[config.mk]
export PLATFORM = sky130hd
export DESIGN_NAME = shifter_iter
export DESIGN_NICKNAME = d
export VERILOG_FILES = /design/src/rtl/shifter_iter.sv
export SDC_FILE = /design/constraint.sdc
export NUM_CORES = 1
export LEC_CHECK = 0
export CELL_PAD_IN_SITES_DETAIL_PLACEMENT = 0
export CELL_PAD_IN_SITES_GLOBAL_PLACEMENT = 1
export CORE_UTILIZATION = 30
export CTS_BUF_LIST = sky130_fd_sc_hd__clkbuf_16
export CTS_CLUSTER_DIAMETER = 200
export DETAILED_ROUTE_END_ITERATION = 8
export PLACE_DENSITY = 0.8
export SYNTH_ARGS = -nofsm -noshare
export SYNTH_HDL_FRONTEND = slang
export SYNTH_SLANG_ARGS = --single-unit
[constraint.sdc]
create_clock -name i_clk_n -period 1.8 [get_ports i_clk_n]
set_clock_uncertainty 0.2 [all_clocks]
set_input_delay 0.27 -clock i_clk_n [delete_from_list [all_inputs] [get_ports i_clk_n]]
set_output_delay 0.27 -clock i_clk_n [all_outputs]
set_load 0.02 [all_outputs]
[src/rtl/shifter_iter.sv]
// shifter_iter: multi-cycle SLL/SRL/SRA shifter, up to STEP bits per clock.
// Define SHIFTER_ROTATE_EN to add ROL/ROR selected by i_rot.
module shifter_iter #(
    parameter int XLEN = 32,
    parameter int STEP = 1,
    parameter int SHW  = $clog2(XLEN)
) (
    input  logic            i_clk_n,
    input  logic            i_rst,
    input  logic            i_start,
    input  logic [XLEN-1:0] i_in_a,
    input  logic [SHW-1:0]  i_in_b,
    input  logic [2:0]      i_funct3,
    input  logic            i_op_alt,
    input  logic            i_rot,
    output logic [XLEN-1:0] o_result,
    output logic            o_busy,
    output logic            o_valid
);

    typedef enum logic [1:0] {
        S_IDLE,
        S_SHIFT,
        S_DONE
    } state_t;

    // STEP may equal XLEN; the remaining count never exceeds XLEN-1,
    // so clamping the per-cycle cap there keeps it in SHW bits.
    localparam int STEPC = (STEP < XLEN) ? STEP : XLEN - 1;
    localparam logic [SHW-1:0] STEPW = SHW'(STEPC);

    state_t          state_q, state_d;
    logic [XLEN-1:0] res_q, res_d;
    logic [SHW-1:0]  rem_q, rem_d;
    logic            left_q, left_d;
    logic            arith_q, arith_d;
    logic            sign_q, sign_d;
    logic            rot_q, rot_d;

    logic            accept;
    logic            is_sh;
    logic            rot_en;
    logic [SHW-1:0]  k;
    logic [XLEN-1:0] sll_v, srl_v, sra_v, step_v;

`ifdef SHIFTER_ROTATE_EN
    localparam logic [SHW:0] XLEN_W = (SHW + 1)'(XLEN);
    logic [SHW:0]    k_inv;
    logic [XLEN-1:0] rol_v, ror_v;
    assign rot_en = i_rot;
`else
    logic unused_rot;
    assign unused_rot = i_rot;
    assign rot_en     = 1'b0;
`endif

    // Datapath for one iteration: shift the held result by k positions.
    always_comb begin
        k      = (rem_q > STEPW) ? STEPW : rem_q;
        sll_v  = res_q << k;
        srl_v  = res_q >> k;
        sra_v  = srl_v | (~({XLEN{1'b1}} >> k) & {XLEN{sign_q}});
`ifdef SHIFTER_ROTATE_EN
        k_inv  = XLEN_W - {1'b0, k};
        rol_v  = sll_v | (res_q >> k_inv);
        ror_v  = srl_v | (res_q << k_inv);
        if (rot_q) begin
            step_v = left_q ? rol_v : ror_v;
        end else begin
            step_v = left_q ? sll_v : (arith_q ? sra_v : srl_v);
        end
`else
        step_v = left_q ? sll_v : (arith_q ? sra_v : srl_v);
`endif
    end

    // Next-state logic: iterate in SHIFT, accept new work in IDLE/DONE.
    always_comb begin
        state_d = state_q;
        res_d   = res_q;
        rem_d   = rem_q;
        left_d  = left_q;
        arith_d = arith_q;
        sign_d  = sign_q;
        rot_d   = rot_q;
        accept  = i_start && (state_q == S_IDLE || state_q == S_DONE);
        is_sh   = (i_funct3 == 3'b001) || (i_funct3 == 3'b101);

        unique case (state_q)
            S_SHIFT: begin
                res_d = step_v;
                rem_d = rem_q - k;
                if (rem_q == k) state_d = S_DONE;
            end
            S_DONE:  state_d = S_IDLE;
            default: state_d = S_IDLE;
        endcase

        if (accept) begin
            left_d  = (i_funct3 == 3'b001);
            arith_d = i_op_alt;
            sign_d  = i_in_a[XLEN-1];
            rot_d   = rot_en && is_sh;
            res_d   = i_in_a;
            rem_d   = is_sh ? i_in_b : '0;
            if (is_sh && i_in_b != '0) state_d = S_SHIFT;
            else                       state_d = S_DONE;
        end
    end

    // State and datapath registers with synchronous reset.
    always_ff @(posedge i_clk_n) begin
        if (i_rst) begin
            state_q <= S_IDLE;
            res_q   <= '0;
            rem_q   <= '0;
            left_q  <= 1'b0;
            arith_q <= 1'b0;
            sign_q  <= 1'b0;
            rot_q   <= 1'b0;
        end else begin
            state_q <= state_d;
            res_q   <= res_d;
            rem_q   <= rem_d;
            left_q  <= left_d;
            arith_q <= arith_d;
            sign_q  <= sign_d;
            rot_q   <= rot_d;
        end
    end

    assign o_result = res_q;
    assign o_busy   = (state_q == S_SHIFT);
    assign o_valid  = (state_q == S_DONE);

endmodule

==> impl_results.md <==
- DRT Pass-1 Iters: 5
- Die area: 8120 um^2
- Vias/cell: 5.42
- All-layer global routing usage: 19.9%
- Nets: 417
- Yosys reg bits: 42
- HP Class: flip-flop to flip-flop
- DR iter-0 viols: 141
- Post-synth cell types: 44
- Clock Sinks: 42
- Slew Limit Headroom: 77.5%
- Total power per unit cell area: 735 nW/um^2
- WP buf/inv: 3
- Port Buffer Count: 77
- CP arrival: 2.03 ns
- Sequential element share of the synthesized area: 36.1%
- Clock transition at path regs: 0.06 ns
- Layout area overhead: 65.1%
- Failing checks: negative setup slack
- Share of cells above drive strength 1: 25.3%
- Initial antenna violation count: 0
- WP depth: 7
- GP Congestion: 0.844
- Highest Clock Rate: 487 MHz
- DR DRC count: 0
- CTS buffer count: 5
- Reg2Reg Depth: 7
- Post-DP HPWL: 5430 um
- GRT Residual Overflow: 0
- Clk buf depth: 2
- First-pass GRT wire length: 13000 um
- WL per Instance: 17.2 um
- Die width: 90.1 um
- VDD IR max: 0.373 mV
- Cell count after synthesis: 267
- Post-route cell area: 3840 um^2
- Met1 Wirelength: 3510 um
- ANT nets after route: 0
- Avg Inst Size Synth: 8.72 um^2
- R2r endpoint: o_result[24]
- Synthesis Warnings: 0
- Final setup violation count: 35
- TNS Setup: -4.78 ns
- Post-place setup slack: -0.425 ns
- Inst Count DP: 452
- Max-Cap Viols: 0
- TritonCTS clock tree: built
- CP max stage delay: 0.57 ns
- Crit path kind: flip-flop to flip-flop
- Setup crit end: o_result[24]
- Total number of vias: 2555
- Mapped cell area: 2330 um^2
- Post-synth ARST share: 0%
- Final non-filler cell total: 471
- Pleak: 0.00159 uW
- DIE HEIGHT: 90.1 um
- Ant. Diodes: 0
- Placeable Area: 7370 um^2
- Metal3 WL: 404 um
- Clk root buf: clkbuf_16
- Critical Path Start Type: flip-flop
- DRT Wirelength: 8100 um
- Max layer used: met4
- Tcrit/Tclk final: 114%
- Max-slew violation count: 0
- Latest clock arrival within the worst-skew pair: 0.28 ns
- Setup ws final: -0.252 ns
- RR Startpoint: rem_q[1]
- Worst path top cell family by delay: simple AND/OR/NAND/NOR gates
- Row cnt: 31
- I/O pins: 79
- CP Capture Type: flip-flop
- Final hold vios: 0
- Post-layout minimum cycle time: 2.05 ns
- Worst-path cell chain: or4_4 -> buf_6 -> nor2_4 -> buf_6 -> buf_4 -> a211oi_2 -> a311oi_1
- Wire length on met2: 4140 um
- Vias in the first global route: 2597
- Crit-path max FO: 5
- Predominant post-synthesis flop cell: dfxtp_1
- Initial core utilization: 31.6%
- Largest net degree at the start of global routing: 26
- Post-placement cell area: 3390 um^2
- Worst Setup SP: rem_q[1]
- CP max stage cell: or4_4
- Unrepaired setup endpoints after global routing: yes
- Req. time, crit path: 1.78 ns
- Worst R2R Setup Slack: -0.25 ns
- Status: finished with violations
- Post-synth EDFFs: 0
- Net Count, Synth: 313
- H-tree levels: 2
- Most used cell, CP: buf_6
- Worst-margin pin slew: 0.333 ns
- Total power: 2830 uW
==> per-stage QoR <==
stage | utilization (%) | hold slack, ns
after floorplan | - | 0.206
after global placement | 46.0 | 0.242
after detailed placement | 46.0 | 0.261
after CTS | 50.2 | 0.270
after global routing | 52.2 | 0.309
final | 52.2 | 0.271
==> layout make-up <==
class	instances	area [um^2]
well taps	99	124
clock buffers	5	125
inverters	6	22.5
flip-flops and latches	42	847
fillers	687	3530
multi-input cells	197	1530
clock inverters	3	21.3
repair buffers	119	1170
==> placed cells by master, fill, tap and decap left out, types with 2 or more instances in the layout <==
| cell | netlist | layout |
|---|---|---|
| nand2_1 | 39 | 38 |
| mux2i_1 | 30 | 30 |
| clkdlybuf4s50_1 | 0 | 45 |
| o21ai_0 | 5 | 3 |
| inv_1 | 5 | 5 |
| buf_4 | 1 | 31 |
| nand2b_1 | 2 | 2 |
| a211oi_2 | 0 | 8 |
| a211oi_1 | 17 | 9 |
| nor2_4 | 1 | 10 |
| nor2_2 | 0 | 3 |
| a21oi_2 | 1 | 2 |
| dfxtp_2 | 0 | 5 |
| a21oi_1 | 21 | 20 |
| nor2_1 | 20 | 8 |
| dfxtp_1 | 42 | 37 |
| nor2b_1 | 2 | 2 |
| dlymetal6s2s_1 | 0 | 13 |
| buf_6 | 2 | 6 |
| clkbuf_16 | 0 | 5 |
| nor3_1 | 4 | 3 |
| a221o_1 | 14 | 14 |
| a311oi_1 | 15 | 14 |
| a22oi_1 | 2 | 2 |
| buf_12 | 0 | 4 |
| dlygate4sd2_1 | 0 | 18 |
==> power by group <==
group / total, uW / internal (uW) / switching (uW)
registers: 1090 / 1000 / 87.4
logic: 837 / 424 / 413
clock network: 902 / 514 / 388
==> sequential cells by signal, summed over array words and instances, names as in the netlist <==
signal / flops
rem_q: 5
o_result: 32
sign_q: 1
state_q: 2
arith_q: 1
left_q: 1
==> how the worst min path moves through the flow <==
stage,from,end,slack (ns),cells past startpoint
floorplan,i_op_alt,arith_q,0.21,2
global placement,sign_q,sign_q,0.24,2
detailed placement,sign_q,sign_q,0.26,2
CTS,sign_q,sign_q,0.27,2
global route,arith_q,arith_q,0.31,2
finish,sign_q,sign_q,0.27,2
==> what timing repair did <==
item | 4_1_cts | 5_1_grt
buffers inserted | 6 | 6
pin swaps | 23 | 17
setup endpoints to repair | 51 | 50
hold buffers | 0 | 0
gates cloned | 2 | 0
resized for setup | 48 | 44
==> per-layer routing <==
metal | track usage (%) | vias up
met5 | 0 | -
met3 | 4.15 | 2
met1 | 26.0 | 1242
met2 | 33.3 | 85
met4 | 5.38 | 0
li1 | - | 1226
==> synthesized netlist by cell type (2+ instances only) <==
cell	n	share of area [%]
dfxtp_1	42	36
nand2_1	39	6.3
mux2i_1	30	13
a21oi_1	21	4.5
nor2_1	20	3.2
a211oi_1	17	5.5
a311oi_1	15	5.6
a221o_1	14	6.0
clkbuf_1	14	2.3
inv_1	5	0.81
o21ai_0	5	1.1
nor3_1	4	0.86
buf_2	3	0.64
a221oi_1	2	0.75
a22oi_1	2	0.64
buf_1	2	0.32
buf_6	2	0.97
nand2b_1	2	0.54
nor2b_1	2	0.54
nor4_1	2	0.54
==> worst register-to-register path, cell delays in order, from the launching register on <==
cell	delay, ns
dfxtp_2	0.33
or4_4	0.58
buf_6	0.15
nor2_4	0.14
buf_6	0.15
buf_4	0.11
a211oi_2	0.07
a311oi_1	0.24
==> cell families after synthesis <==
kind of cell	after synthesis	synth area share [%]
buffers and inverters	28	5.48
flip-flops	42	36.1
multiplexers	31	13.4
AO/OA/AOI/OAI	84	27.8
adder cells (fa/ha/maj)	1	0.537
AND/OR/NAND/NOR	81	16.7
No activity file was read; power rests on OpenSTA's default activity.
